[src/rtl/common_cross_buffer_pkg.sv]
// Shared definitions for the N-to-1 cross buffer family.
//   arb_mode_e : arbitration policy selector (round-robin / fixed priority)
//   clog2      : ceiling log2 for elaboration-time width derivation
//   ch_width   : channel index width, never narrower than one bit
package common_cross_buffer_pkg;

  typedef enum logic {
    ARB_RR    = 1'b0,
    ARB_FIXED = 1'b1
  } arb_mode_e;

  function automatic int unsigned clog2(input int unsigned value);
    int unsigned res;
    int unsigned rem;
    res = 0;
    rem = (value > 0) ? value - 1 : 0;
    while (rem > 0) begin
      res++;
      rem = rem >> 1;
    end
    return res;
  endfunction

  function automatic int unsigned ch_width(input int unsigned count);
    int unsigned w;
    w = clog2(count);
    return (w < 1) ? 1 : w;
  endfunction

endpackage

[src/rtl/common_rr_arbiter.sv]
// Request arbiter shared by the merge blocks.
//   req         : request vector, one bit per channel
//   rr_ptr      : round-robin start position (ignored in fixed mode)
//   mode        : ARB_RR scans upward from rr_ptr with wrap,
//                 ARB_FIXED grants the lowest set request
//   grant       : one-hot grant, zero when no request
//   grant_idx   : binary index of the granted channel
//   grant_valid : any grant issued
module common_rr_arbiter
  import common_cross_buffer_pkg::*;
#(
  parameter int unsigned N     = 4,
  parameter int unsigned IDX_W = ch_width(N)
) (
  input  logic [N-1:0]     req,
  input  logic [IDX_W-1:0] rr_ptr,
  input  arb_mode_e        mode,
  output logic [N-1:0]     grant,
  output logic [IDX_W-1:0] grant_idx,
  output logic             grant_valid
);

  int unsigned      start;
  int unsigned      cand;
  logic [IDX_W-1:0] cand_idx;

  always_comb begin
    grant       = '0;
    grant_idx   = '0;
    grant_valid = 1'b0;
    cand        = 0;
    cand_idx    = '0;
    start       = 0;
    // An out-of-range pointer (only possible for non-power-of-two N)
    // falls back to scanning from channel 0.
    if (mode == ARB_RR && 32'(rr_ptr) < N) begin
      start = 32'(rr_ptr);
    end
    for (int unsigned off = 0; off < N; off++) begin
      cand = start + off;
      if (cand >= N) begin
        cand = cand - N;
      end
      cand_idx = IDX_W'(cand);
      if (!grant_valid && req[cand_idx]) begin
        grant[cand_idx] = 1'b1;
        grant_idx       = cand_idx;
        grant_valid     = 1'b1;
      end
    end
  end

endmodule

[src/rtl/common_cross_buffer_n.sv]
// N-to-1 merge buffer: arbitrates CHANNEL_COUNT valid/ready producers
// into a BUFFER_DEPTH-entry FIFO drained by one valid/ready consumer.
// Each entry carries the source channel index next to its payload.
//   clk, resetn   : clock, synchronous active-low reset
//   prev_i_data   : packed channel payloads, channel i at [i*W +: W]
//   prev_i_valid  : per-channel valid
//   prev_o_ready  : per-channel ready (the grant), one-hot or zero
//   next_o_data   : head-of-FIFO payload
//   next_o_source : head-of-FIFO source channel
//   next_o_valid  : FIFO non-empty
//   next_i_ready  : consumer ready
//   o_count       : current occupancy
module common_cross_buffer_n
  import common_cross_buffer_pkg::*;
#(
  parameter  int unsigned BUFFER_WIDTH  = 32,
  parameter  int unsigned CHANNEL_COUNT = 4,
  parameter  int unsigned BUFFER_DEPTH  = 2,
  parameter  int unsigned ARB_MODE      = 0,
  localparam int unsigned CH_W          = ch_width(CHANNEL_COUNT),
  localparam int unsigned PTR_W         = clog2(BUFFER_DEPTH)
) (
  input  logic                                  clk,
  input  logic                                  resetn,
  input  logic [CHANNEL_COUNT*BUFFER_WIDTH-1:0] prev_i_data,
  input  logic [CHANNEL_COUNT-1:0]              prev_i_valid,
  output logic [CHANNEL_COUNT-1:0]              prev_o_ready,
  output logic [BUFFER_WIDTH-1:0]               next_o_data,
  output logic [CH_W-1:0]                       next_o_source,
  output logic                                  next_o_valid,
  input  logic                                  next_i_ready,
  output logic [PTR_W:0]                        o_count
);

  localparam logic [PTR_W:0] FULL_COUNT = (PTR_W + 1)'(BUFFER_DEPTH);
  localparam arb_mode_e      MODE       = (ARB_MODE == 1) ? ARB_FIXED : ARB_RR;
  localparam logic [CH_W-1:0] LAST_CH   = CH_W'(CHANNEL_COUNT - 1);

  logic [BUFFER_WIDTH-1:0] mem_data [BUFFER_DEPTH];
  logic [CH_W-1:0]         mem_src  [BUFFER_DEPTH];

  logic [PTR_W-1:0] rd_ptr;
  logic [PTR_W-1:0] wr_ptr;
  logic [PTR_W:0]   count;
  logic [CH_W-1:0]  rr_ptr;
  logic [CH_W-1:0]  rr_next;

  logic                     full;
  logic                     push;
  logic                     pop;
  logic [CHANNEL_COUNT-1:0] req;
  logic [CHANNEL_COUNT-1:0] grant;
  logic [CH_W-1:0]          grant_idx;
  logic                     grant_valid;
  logic [BUFFER_WIDTH-1:0]  push_data;

  // Requests are masked on the registered count only, so a pop in the
  // same cycle never opens the input side: no next_i_ready -> ready path.
  assign full = (count == FULL_COUNT);
  assign req  = full ? '0 : prev_i_valid;

  common_rr_arbiter #(
    .N     (CHANNEL_COUNT),
    .IDX_W (CH_W)
  ) u_arb (
    .req         (req),
    .rr_ptr      (rr_ptr),
    .mode        (MODE),
    .grant       (grant),
    .grant_idx   (grant_idx),
    .grant_valid (grant_valid)
  );

  assign push = grant_valid;
  assign pop  = (count != '0) && next_i_ready;

  always_comb begin
    push_data = '0;
    for (int unsigned i = 0; i < CHANNEL_COUNT; i++) begin
      if (grant[i]) begin
        push_data = prev_i_data[i*BUFFER_WIDTH +: BUFFER_WIDTH];
      end
    end
  end

  always_comb begin
    rr_next = (grant_idx == LAST_CH) ? '0 : grant_idx + CH_W'(1);
  end

  always_ff @(posedge clk) begin
    if (!resetn) begin
      count    <= '0;
      rd_ptr   <= '0;
      wr_ptr   <= '0;
      rr_ptr   <= '0;
      mem_data <= '{default: '0};
      mem_src  <= '{default: '0};
    end else begin
      if (push) begin
        mem_data[wr_ptr] <= push_data;
        mem_src[wr_ptr]  <= grant_idx;
        wr_ptr           <= wr_ptr + PTR_W'(1);
        if (MODE == ARB_RR) begin
          rr_ptr <= rr_next;
        end
      end
      if (pop) begin
        rd_ptr <= rd_ptr + PTR_W'(1);
      end
      case ({push, pop})
        2'b10:   count <= count + (PTR_W + 1)'(1);
        2'b01:   count <= count - (PTR_W + 1)'(1);
        default: count <= count;
      endcase
    end
  end

  // Outputs are forced quiet while reset is held, including before the
  // first reset edge has cleared the registers.
  assign prev_o_ready  = resetn ? grant : '0;
  assign next_o_valid  = resetn && (count != '0);
  assign next_o_data   = resetn ? mem_data[rd_ptr] : '0;
  assign next_o_source = resetn ? mem_src[rd_ptr] : '0;
  assign o_count       = resetn ? count : '0;

endmodule

[config.mk]
export PLATFORM = sky130hd
export DESIGN_NAME = common_cross_buffer_n
export DESIGN_NICKNAME = d
export VERILOG_FILES = /design/src/rtl/common_cross_buffer_pkg.sv /design/src/rtl/common_rr_arbiter.sv /design/src/rtl/common_cross_buffer_n.sv
export SDC_FILE = /design/constraint.sdc
export NUM_CORES = 1
export LEC_CHECK = 0
export CORE_MARGIN = 1.5
export CORE_UTILIZATION = 60
export CTS_CLUSTER_DIAMETER = 200
export DETAILED_ROUTE_END_ITERATION = 10
export DONT_BUFFER_PORTS = 1
export PLACE_DENSITY = 0.76
export SLEW_MARGIN = 20
export SYNTH_ARGS = -nofsm -noshare
export SYNTH_HDL_FRONTEND = slang
export SYNTH_SLANG_ARGS = --single-unit
[constraint.sdc]
create_clock -name clk -period 7.8 [get_ports clk]
set_clock_uncertainty 0.2 [all_clocks]
set_input_delay 1.56 -clock clk [delete_from_list [all_inputs] [get_ports clk]]
set_output_delay 1.56 -clock clk [all_outputs]
set_load 0.1 [all_outputs]
After elaboration in Yosys (flattened, before gate mapping)

Index checks and enable logic that the tools add are counted.

Register bits: 74
Output and inout bits: 41
Logic and storage cells: 114

Mux-type cells: 55
Bitwise operators: 5
Magnitude comparators: 15
Reductions and logical operators: 15
Equal/unequal tests: 4
$add $sub $neg: 12

Operators by type and width:

| cell                                                                                | count |
|---|---|
| 32-bit 2-to-1 mux                                                                   | 9 |
| 64-bit bitwise mux                                                                  | 1 |
| 32-bit demux with 1-bit select                                                      | 1 |
| 2-bit 2-to-1 mux                                                                    | 15 |
| 4-bit 2-to-1 mux                                                                    | 6 |
| 2-bit by 3-bit less-than comparator with 1-bit output, second input constant        | 4 |
| 1-bit 2-to-1 mux                                                                    | 12 |
| 4-bit OR                                                                            | 3 |
| 1-bit logical AND                                                                   | 10 |
| 2-bit by 1-bit subtractor with 2-bit output, second input constant                  | 5 |
| 3-bit greater-or-equal comparator, second input constant                            | 3 |
| 1-bit binary-select mux with 2-bit select                                           | 4 |
| 1-bit demux with 2-bit select                                                       | 4 |
| 2-bit by 1-bit greater-or-equal comparator with 1-bit output, second input constant | 4 |
| 2-bit by 2-bit adder with 3-bit output, second input constant                       | 2 |
| 2-bit == test, second input constant                                                | 3 |
| 2-bit by 1-bit adder with 2-bit output, second input constant                       | 2 |
| 4-bit bitwise mux                                                                   | 1 |
| 2-bit greater-or-equal comparator, second input constant                            | 2 |
| 1-bit NOT with 2-bit output                                                         | 2 |
| 2-bit one-hot mux with 2 select lines                                               | 1 |
| 2-bit nonzero test                                                                  | 2 |
| 2-bit by 1-bit adder with 3-bit output, second input constant                       | 1 |
| 2-bit by 3-bit greater-or-equal comparator with 1-bit output, second input constant | 1 |
| other kinds (5)                                                                     | 8 |

Logic depth before layout (Yosys ltp)

Gate-level depths: netlist (run 1).

Depth after elaboration: 19
Mapped depth: 13
Gate-level depth less buffers: 9

Modules after synthesis

A second synthesis (run 1) with hierarchy kept.

Cell total of the unflattened synthesis: 587
Area total of the unflattened synthesis: 5283.8 um2

By module, submodules not included:

| module                | area each (um2) | instances | cells an instance |
|---|---|---|---|
| common_cross_buffer_n | 4775.8          | 1         | 520 |
| common_rr_arbiter     | 508.0           | 1         | 67 |

Worst setup path before layout (run 1)

OpenSTA, ideal clock, no wires.

Path kind: input -> output
From: in prev_i_valid[3]
To: out prev_o_ready[1]
Stages: 7
Slack: 1.826 ns
Arrival time: 4.214 ns
Cells stage by stage: buf_2 -> mux4_2 -> and2_4 -> a211oi_2 -> a2111oi_4 -> buf_2 -> nor2b_1

Cells in the longest elaborated chain, start to end: 14
Elaborated cells between the ends (all ways): 26
Those cells by class: 17 x mux; 3 x bitwise; 6 x reduce/logical

Ends and longest elaborated chain:

| element                                   | RTL line                     | RTL |
|---|---|---|
| from (decl)                               | common_cross_buffer_n.sv:26  | `input logic [CHANNEL_COUNT-1:0] prev_i_valid,` |
| 4-bit 2-to-1 mux (*)                      | common_cross_buffer_n.sv:60  | `assign req = full ? '0 : prev_i_valid;` |
| 1-bit binary-select mux with 2-bit select | common_rr_arbiter.sv:45      | `if (!grant_valid && req[cand_idx]) begin` |
| 1-bit 2-to-1 mux (implied by the code)    | common_rr_arbiter.sv:45      |  |
| 1-bit 2-to-1 mux                          | common_rr_arbiter.sv:45      |  |
| 1-bit zero test                           | common_rr_arbiter.sv:45      |  |
| 1-bit logical AND                         | common_rr_arbiter.sv:45      |  |
| 1-bit 2-to-1 mux                          | common_rr_arbiter.sv:45      |  |
| 1-bit zero test                           | common_rr_arbiter.sv:45      |  |
| 1-bit logical AND                         | common_rr_arbiter.sv:45      |  |
| 1-bit 2-to-1 mux                          | common_rr_arbiter.sv:45      |  |
| 1-bit zero test                           | common_rr_arbiter.sv:45      |  |
| 1-bit logical AND                         | common_rr_arbiter.sv:45      |  |
| 4-bit 2-to-1 mux (*)                      | common_rr_arbiter.sv:45      |  |
| 4-bit 2-to-1 mux (*)                      | common_cross_buffer_n.sv:120 | `assign prev_o_ready = resetn ? grant : '0;` |
| to (decl)                                 | common_cross_buffer_n.sv:27  | `output logic [CHANNEL_COUNT-1:0] prev_o_ready,` |

Mark *: on every way between the ends. The rest lies on a longest branch, timed or not. The select of a mux whose other input is x is not followed.

==> results of run 1 <==
## cells in the mapped netlist, types with 11 or more instances
master / number / area, um^2
nor3b_1: 36 / 270
nor2b_1: 39 / 244
and2_0: 29 / 181
mux2i_1: 36 / 360
dfxtp_1: 74 / 1480
a2111o_1: 34 / 383
nor2_1: 101 / 379
buf_2: 14 / 70.1
clkbuf_1: 29 / 109
a22o_1: 64 / 561
and2_1: 11 / 68.8
## power by group
group / leakage, uW / internal (uW) / switching [uW]
Sequential: 0.000606 / 550 / 143
Combinational: 0.00135 / 552 / 1150
Clock: 0.000124 / 215 / 153
## cells by family after synthesis
family	synth area share, %
AO/OA/AOI/OAI	25.4
multiplexers	8.44
XOR/XNOR	0.729
flip-flops	30.8
buffers and inverters	4.98
AND/OR/NAND/NOR	27.5
adder cells (fa/ha/maj)	2.08
## final cells by class
class                      instances  area, um^2  share of cell area, %
clock inverter                     7         125                   2.43
sequential                        74        1490                   28.9
inverter                           6        22.5                  0.438
tap                              102         128                   2.48
multi-input combinational        431        3200                   62.2
timing repair buffer               8        60.1                   1.17
clock buffer                       9         124                   2.41
## layout by cell type (no fill, tap or decap), drive strengths merged, types with 3 or more instances in the layout
cell    count
clkinv      3
nand2       8
nor3b      37
ha          8
nor2b      39
a2111o     34
and3        4
a22o       64
clkbuf      9
and3b       4
buf         8
xnor2       4
a21boi      9
o21ai       8
nand2b      3
bufinv      3
inv         7
or3         3
dfxtp      74
a21oi       5
a211oi      4
mux2i      36
and2       41
nor2      101
## worst min-delay path: stages (launching register included)
cell     delay, ns
dfxtp_1       0.33
nand2_1       0.04
o21ai_0       0.05
## sequential cells by signal, indices dropped and copies added (netlist names), named ones only
signal    count
count         2
mem_data     64
mem_src       4
rd_ptr        1
rr_ptr        1
wr_ptr        1
## routing by layer
| layer | up-vias | GRT usage [%] |
|---|---|---|
| met5 | - | 0 |
| met4 | 0 | 8.46 |
| met3 | 10 | 5.91 |
| met2 | 148 | 51.2 |
| met1 | 2000 | 38.4 |
| li1 | 1964 | - |
## stage by stage
stage	cell area, um^2	util (%)	instances	hold WS [ns]	setup slack [ns]
detailed placement	4890	63.3	621	0.242	2.53
global route	5140	66.5	637	0.298	1.97
finish	5140	66.5	637	0.258	2.25
floorplan	4800	-	559	0.225	1.83
CTS	5140	66.5	637	0.258	2.29
global placement	4890	63.3	621	0.234	2.55
## how the worst max path moves through the flow
stage / start / to / depth (start not counted)
after global placement: prev_i_valid[3] / prev_o_ready[3] / 5
after CTS: flop / prev_o_ready[2] / 7
after floorplan: prev_i_valid[3] / prev_o_ready[1] / 7
after global routing: flop / prev_o_ready[3] / 7
after detailed placement: prev_i_valid[0] / prev_o_ready[2] / 5
final: flop / prev_o_ready[2] / 7
==> key figures, run 1 <==
CTS
  • Clock buffer depth: 2
  • CTS Buf Count: 9
  • CTS tree: yes
  • Hold-fix buffers at CTS: 0
  • CTS Root Cell: clkbuf_8
  • Clk sinks: 74
  • Clock latency on the worst-skew pair: ~0.35 ns
  • H-tree depth: 3
  • Post-CTS Setup Inserts: 0
  • Clock-pin slew on the worst setup and hold paths: around 0.08 ns
  • Post-CTS resize count: 0

Synthesis
  • Number of flops mapped to enable cells by yosys: 0
  • FF+latch count, synth: 74
  • Net Count, Synth: 702
  • Register area share after synthesis: 30.8%
  • Fraction of registers with async set or reset after synthesis: 0%
  • Synth Cell Area: approximately 4800 um^2
  • Post-synth cell types: 45
  • Synthesized instance count: 559
  • Mean Syn Cell Area: between 8 and 9 um^2
  • Yosys warns: 0
  • Post-synth top flop: dfxtp_1

Global routing
  • All-Layer GR Usage: a little under a third
  • Initial antenna violation count: 0
  • Total grt overflow: 0
  • Vias in the first global route: 4125
  • First-pass GRT wire length: 20400 um
  • Largest net degree at the start of global routing: 66

Finish
  • Share of cells above drive strength 1: 13.3%
  • # fillers: 668
  • Antenna diodes: 0
  • Syn-to-layout area delta: 7.03%
  • Total Nets Final: between 600 and 700

Power
  • VDD IR-drop max: 0.241 mV
  • Total power: 2770 uW
  • Power Dens Cells: between 500 and 600 nW/um^2
  • Pleak: about 0.0021 uW

Drt
  • DR WL met2: 6250 um
  • Antenna-violating nets left: 0
  • Met3 WL: between 800 and 900 um
  • Wire length per cell: 20.0 um
  • First DRT Iteration DRCs: between 200 and 250
  • WL met1: roughly 5500 um
  • 1st-pass router iterations: 4
  • DR vias: slightly above 4000
  • Uppermost layer routed: met4
  • Final wirelength: 12800 um
  • DRC Markers: 0
  • Average via count per standard cell: between 6 and 7

Floorplan
  • Die area: 8550 um^2
  • Chip Height: roughly 90 um
  • Die W: 92.5 um
  • # rows: 32
  • CORE AREA: 7730 um^2
  • Ports: 176
  • Initial core utilization: approximately 62%

Timing
  • Slew @ Worst Pin: roughly 1.1 ns
  • Tcrit/Tclk final: 71.1%
  • Slew Limit Headroom: 25.5%
  • Slew Viols, Final: 0
  • Highest clock rate: roughly 0.18 GHz
  • Tmin final: 5.55 ns
  • Number of setup violations in the final report: 0
  • Setup TNS: 0 ns
  • Final Hold Viols: 0
  • Unrepaired setup endpoints after global routing: false

Status
  • Status: finished, final reports clean

Critical path
  • Worst-path cell chain: inv_1, ha_1, and3b_1, o211ai_1, a21oi_1, a2111o_2, and2_1
  • WP data required: 6.04 ns
  • Worst setup EP type: output port
  • R2r endpoint: mem_data[50]
  • Crit-path max FO: 16
  • Crit path buf inv count: 1
  • Slowest cell on crit path: and2_1
  • Reg2Reg Setup Slack: around 3.2 ns
  • Critical path's top delay family: simple AND/OR/NAND/NOR gates
  • Crit Path Class: flop to output port
  • Worst r2r path cells: 11
  • Worst Setup Start Kind: flop
  • Worst Path Arrival: 3.79 ns
  • Critical Path Max Stage Delay: 0.79 ns

Place
  • Gp weighted congestion: 0.913
  • DP HPWL: 8480 um
  • IO buf count: 0

Worst hold path
  • Hold Path Class: flop to flop
  • Worst hold path cell count: 2
  • Hold_sp: mem_src[1]
  • Hold EP: mem_src[1]

Run
  • Max_cap viols: 0
Note: power is estimated with default switching activity, not from simulation.
==> run 2: changes to the inputs <==
- CORE_UTILIZATION: 60 -> 58
- clock period: 7.8 -> 4.75 ns (I/O delays scaled with it)
==> run 2 against run 1 <==
Sequential power is 59% higher; via count increased by 3.3%; setup slack got worse by 1.6 ns; combinational power is 73% higher; final cell count up 4.1%; clock power increased by 35%; die area increased by 3.3%; global-route usage down 1.4 points; utilization fell by 1.5 points; critical path depth grew 1.
==> key figures, run 2 (synthesis results as in run 1) <==
Timing
  • Setup TNS: 0 ns (unchanged)
  • Slew Viols, Final: 0 (unchanged)
  • Unrepaired setup endpoints after global routing: false
  • Highest clock rate: roughly 0.25 GHz
  • Tcrit/Tclk final: 85.4%
  • Final Hold Viols: 0 (unchanged)
  • Slew Limit Headroom: 24.7% (-0.73 points)
  • PnR worst setup slack: 0.695 ns (-1.56 ns)
  • Tmin final: 4.05 ns
  • Slew @ Worst Pin: 1.13 ns (+0.0131 ns)
  • Number of setup violations in the final report: 0 (unchanged)

Drt
  • Antenna-violating nets left: 0 (unchanged)
  • Final wirelength: 12900 um (+1.2%)
  • DRC Markers: 0 (unchanged)
  • Average via count per standard cell: 6.42 (-0.80%)
  • Wire length per cell: 19.5 um (-2.8%)
  • DR vias: 4256 (+3.3%)
  • 1st-pass router iterations: 4 (unchanged)
  • First DRT Iteration DRCs: 183 (-20%)

Critical path
  • Crit. path cell count: 8 (+1)
  • Crit-path max FO: 10 (-6)
  • Critical path's top delay family: compound AO/OA/AOI/OAI gates
  • Critical Path Max Stage Delay: 0.57 ns (-0.22 ns)
  • Worst r2r path cells: 10 (-1)
  • Worst Path Arrival: 2.90 ns (-0.89 ns)
  • WP data required: 3.60 ns (-2.44 ns)
  • Worst Setup Start Kind: flop
  • Slowest cell on crit path: a2111o_2
  • Crit path capture: prev_o_ready[2]
  • Crit Path Class: flop to output port
  • Worst-path cell chain: inv_1, ha_1, and3b_1, o211ai_1, a21oi_1, a2111o_2, and2_1, buf_12
  • R2r endpoint: mem_data[63]
  • Worst setup EP type: output port
  • Reg2Reg Setup Slack: 0.86 ns (-2.31 ns)
  • Crit path buf inv count: 2 (+1)

Finish
  • Total Nets Final: 696 (+3.4%)
  • # fillers: 680 (+1.8%)
  • Syn-to-layout area delta: 10.2%
  • Max reg flops: 64 (unchanged)
  • Share of cells above drive strength 1: 16.8% (+3.6 points)
  • Antenna diodes: 0 (unchanged)
  • Most frequent cells in the layout: nor2_1 (101), dfxtp_1 (73), a22o_1 (64)
  • Top flop regs: mem_data (64), mem_src (4), count (2)
  • Register with the most flip-flops: mem_data
  • Fin cells: 663 (+4.1%)
  • Most common cell after layout, fill and taps aside: nor2_1
  • Design Area, Final: 5290 um^2 (+2.9%)

CTS
  • CTS Buf Count: 9 (unchanged)
  • Hold-fix buffers at CTS: 0 (unchanged)
  • Clk sinks: 74 (unchanged)
  • Clock buffer depth: 2 (unchanged)
  • Clock-pin slew on the worst setup and hold paths: 0.07 ns (about the same)
  • Clock latency on the worst-skew pair: 0.34 ns (about the same)
  • CTS tree: yes
  • CTS Root Cell: clkbuf_8
  • Post-CTS Setup Inserts: 0 (unchanged)
  • Post-CTS resize count: 0 (unchanged)
  • H-tree depth: 3 (unchanged)

Place
  • DP HPWL: 8930 um (+5.3%)
  • Area after DPL: 5090 um^2 (+4.1%)
  • Gp weighted congestion: 0.963 (+5.5%)
  • Post-Place Cells: 647 (+4.2%)
  • IO buf count: 0 (unchanged)
  • Placement Setup Slack: 0.879 ns (-1.65 ns)

Floorplan
  • Die area: 8830 um^2 (+3.3%)
  • Chip Height: 94.0 um (+1.7%)
  • Die W: 94.0 um (+1.7%)
  • # rows: 33 (+3.1%)
  • Ports: 176 (unchanged)
  • Initial core utilization: 59.0% (-3.1 points)
  • CORE AREA: 8130 um^2 (+5.3%)

Global routing
  • All-Layer GR Usage: 28.7% (-1.4 points)
  • Largest net degree at the start of global routing: 53 (-20%)
  • First-pass GRT wire length: 19900 um (-2.8%)
  • Initial antenna violation count: 0 (unchanged)
  • Vias in the first global route: 3904 (-5.4%)
  • Total grt overflow: 0 (unchanged)

Worst hold path
  • Hold_sp: mem_src[1]
  • Hold Path Class: flop to flop
  • Worst hold path cell count: 2 (unchanged)

Power
  • VDD IR-drop max: 0.473 mV (+96%)
  • Pleak: 0.00218 uW (+4.9%)
  • Power Dens Cells: 860 nW/um^2 (+60%)

Run
  • Max_cap viols: 0 (unchanged)

Status
  • Status: finished, final reports clean
[run 2: changes by cell type in the layout (fill, tap and decap cells not counted)]
cell | previous run | this run
clkbuf_8 | 9 | 10
bufinv_16 | 3 | 1
clkinv_2 | 0 | 2
clkinvlp_4 | 0 | 2
dfxtp_4 | 1 | 0
clkinv_4 | 3 | 0
buf_12 | 0 | 2
dfxtp_2 | 0 | 1
buf_4 | 8 | 29
[run 2: worst min-delay path: stages, from the launching register on]
cell and delay [ns]:
dfxtp_1 0.33, nand2_1 0.04, o21ai_0 0.05
[run 2: worst min path at each step]
stage                             to  slack, ns
after floorplan           mem_src[0]       0.22
after global placement    mem_src[1]       0.24
after detailed placement  mem_src[1]       0.25
after CTS                 mem_src[1]       0.26
after global routing      mem_src[1]       0.29
final                     mem_src[1]       0.26
[run 2: through the flow]
stage | total power [uW] | hold WS [ns] | utilization [%]
after floorplan | 3450 | 0.225 | -
after global placement | 3970 | 0.237 | 62.6
after detailed placement | 4050 | 0.247 | 62.6
after CTS | 4560 | 0.263 | 65.1
after global routing | 4820 | 0.289 | 65.1
final | 4550 | 0.258 | 65.1
[run 2: final cells by class]
| class | instances | area, um^2 | area share, % |
|---|---|---|---|
| Inverter | 6 | 22.5 | 0.426 |
| Clock buffer | 10 | 138 | 2.60 |
| Tap cell | 105 | 131 | 2.48 |
| Multi-Input combinational cell | 431 | 3200 | 60.4 |
| Sequential cell | 74 | 1480 | 28.0 |
| Timing Repair Buffer | 31 | 258 | 4.87 |
| Clock inverter | 6 | 63.8 | 1.21 |
[run 2: metal layers]
| metal | GRT usage (%) | wire [um] | vias up |
|---|---|---|---|
| li1 | - | - | 2014 |
| met1 | 35.8 | 5450 | 2060 |
| met2 | 50.1 | 6440 | 171 |
| met3 | 6.23 | 916 | 11 |
| met4 | 7.09 | 117 | 0 |
| met5 | 0 | 0 | - |
[run 2: report_power, final]
part,internal (uW),switching (uW)
Sequential,902,203
Clock,257,239
Combinational,1000,1950
==> run 3: changes to the inputs <==
--- a/constraint.sdc
+++ b/constraint.sdc
@@ -4,2 +4,2 @@
 set_output_delay 0.95 -clock clk [all_outputs]
-set_load 0.1 [all_outputs]
+set_load 0.02 [all_outputs]
==> run 3 against run 2 <==
Maximum frequency increased by 1.2%; setup slack better by 0.049 ns; non-clock buffer count decreased by 14; total power down 14%; clock power grew 9.5%; flip-flop and latch count stayed put.
==> key figures, run 3 (synthesis results as in run 1) <==
Critical path
  • Crit Path Class: flop to output port
  • Crit-path max FO: 10 (unchanged)
  • Worst r2r path cells: 11 (+1)
  • Worst setup EP type: output port
  • Reg2Reg Setup Slack: 1.13 ns (+0.27 ns)
  • WP data required: 3.60 ns (about the same)
  • R2r endpoint: mem_data[48]
  • Worst Path Arrival: 2.86 ns (-0.04 ns)
  • Worst Setup Start Kind: flop

CTS
  • Clock-pin slew on the worst setup and hold paths: 0.08 ns (about the same)
  • Clock latency on the worst-skew pair: 0.34 ns (about the same)
  • Clk sinks: 74 (unchanged)
  • CTS Buf Count: 9 (unchanged)
  • Post-CTS Setup Inserts: 0 (unchanged)
  • Hold-fix buffers at CTS: 0 (unchanged)
  • H-tree depth: 3 (unchanged)
  • Post-CTS resize count: 0 (unchanged)
  • CTS Root Cell: clkbuf_8
  • CTS tree: yes
  • Clock buffer depth: 2 (unchanged)

Timing
  • Slew Viols, Final: 0 (unchanged)
  • Slew Limit Headroom: 52.9% (+28 points)
  • Tmin final: 4.01 ns (-0.0489 ns)
  • Hold WS: 0.274 ns (+0.0166 ns)
  • Final Hold Viols: 0 (unchanged)
  • Setup TNS: 0 ns (unchanged)
  • Tcrit/Tclk final: 84.3% (-1.0 points)
  • Slew @ Worst Pin: 0.705 ns (-0.421 ns)
  • Number of setup violations in the final report: 0 (unchanged)
  • Unrepaired setup endpoints after global routing: false
  • Highest clock rate: 0.250 GHz (+1.2%)
  • PnR worst setup slack: 0.744 ns (+0.0489 ns)

Finish
  • Top flop regs: mem_data (64), mem_src (4), count (2)
  • Register with the most flip-flops: mem_data
  • Total Nets Final: 682 (-2.0%)
  • Antenna diodes: 0 (unchanged)
  • Max reg flops: 64 (unchanged)
  • Most common cell after layout, fill and taps aside: nor2_1
  • Most frequent cells in the layout: nor2_1 (101), dfxtp_1 (73), a22o_1 (64), nor2b_1 (39)
  • Syn-to-layout area delta: 6.54%
  • Fin cells: 649 (-2.1%)
  • Share of cells above drive strength 1: 7.90% (-8.9 points)

Drt
  • First DRT Iteration DRCs: 153 (-16%)
  • Wire length per cell: 20.2 um (+3.5%)
  • 1st-pass router iterations: 4 (unchanged)
  • Average via count per standard cell: 6.51 (+1.5%)
  • Final wirelength: 13100 um (+1.4%)
  • DRC Markers: 0 (unchanged)
  • DR vias: 4228 (-0.66%)
  • Antenna-violating nets left: 0 (unchanged)

Place
  • DP HPWL: 8680 um (-2.8%)
  • IO buf count: 0 (unchanged)
  • Gp weighted congestion: 0.845 (-12%)
  • Post-Place Cells: 632 (-2.3%)
  • Placement Setup Slack: 1.14 ns (+0.260 ns)

Floorplan
  • CORE AREA: 8130 um^2 (unchanged)
  • Ports: 176 (unchanged)
  • Die area: 8830 um^2 (unchanged)
  • Initial core utilization: 59.0% (unchanged)
  • Die W: 94.0 um (unchanged)
  • # rows: 33 (unchanged)
  • Chip Height: 94.0 um (unchanged)

Worst hold path
  • Hold_sp: mem_src[0]
  • Hold EP: mem_src[0]
  • Worst hold path cell count: 2 (unchanged)
  • Hold Path Class: flop to flop

Run
  • Max_cap viols: 0 (unchanged)

Global routing
  • All-Layer GR Usage: 29.0% (+0.37 points)
  • Largest net degree at the start of global routing: 53 (unchanged)
  • Vias in the first global route: 4096 (+4.9%)
  • Total grt overflow: 0 (unchanged)
  • Initial antenna violation count: 0 (unchanged)
  • First-pass GRT wire length: 20100 um (+1.1%)

Power
  • P_int: 2150 uW (-0.56%)
  • Pleak: 0.00209 uW (-4.2%)
  • Combinational Power Share: 57.3% (-7.5 points)
  • VDD IR-drop max: 0.334 mV (-29%)
  • Reg power frac: 28.8% (+4.5 points)
  • Switching part of the total: 44.8% (-7.7 points)
  • Clock Power Share: 13.9% (+3.0 points)
  • Power Dens Cells: 761 nW/um^2 (-11%)
  • Psw: 1740 uW (-27%)

Status
  • Status: finished, final reports clean
[run 3: power by group through the flow]
stage	Combinational, uW	Sequential [uW]	Clock [uW]
2_1_floorplan	1810	1030	0
3_3_place_gp	2140	1110	0
3_5_place_dp	2190	1130	0
4_1_cts	2210	1120	551
5_1_grt	2420	1160	580
6_report	2230	1120	543
[run 3: how the worst max path moves through the flow]
stage / endpoint / startpoint / depth (start not counted) / slack (ns)
2_1_floorplan: prev_o_ready[3] / prev_i_valid[3] / 7 / 0.85
3_3_place_gp: prev_o_ready[1] / prev_i_valid[1] / 5 / 1.09
3_5_place_dp: mem_data[10] / prev_i_valid[1] / 9 / 1.14
4_1_cts: prev_o_ready[2] / flop / 7 / 0.77
5_1_grt: prev_o_ready[0] / flop / 8 / 0.59
6_report: prev_o_ready[2] / flop / 7 / 0.74
[run 3: worst max-delay path, cell delays in order (launching register included)]
cell	delay (ns)
dfxtp_1	0.34
inv_1	0.11
ha_1	0.45
and3b_1	0.24
o211ai_1	0.27
a21oi_1	0.26
a2111o_2	0.60
and2_1	0.26
[run 3: area by class of cell]
type / count / area (um^2)
Timing Repair Buffer: 17 / 148
Multi-Input combinational cell: 431 / 3110
Clock inverter: 3 / 43.8
Clock buffer: 13 / 180
Tap cell: 105 / 131
Inverter: 6 / 22.5
Sequential cell: 74 / 1490
Fill cell: 715 / 3020
[run 3: metrics by stage]
| stage | instance area [um^2] | util (%) | total power (uW) |
|---|---|---|---|
| detailed placement | 4860 | 59.8 | 3320 |
| global placement | 4860 | 59.8 | 3250 |
| finish | 5120 | 62.9 | 3890 |
| CTS | 5090 | 62.6 | 3880 |
| global route | 5120 | 62.9 | 4160 |
| floorplan | 4800 | - | 2840 |
[run 3: routing by layer]
| layer | global-route usage, % | vias up | share of wire [%] |
|---|---|---|---|
| li1 | - | 1978 | - |
| met1 | 36.9 | 2047 | 43 |
| met2 | 49.9 | 183 | 49 |
| met3 | 5.10 | 20 | 6.4 |
| met4 | 9.20 | 0 | 1.7 |
| met5 | 0 | - | 0 |
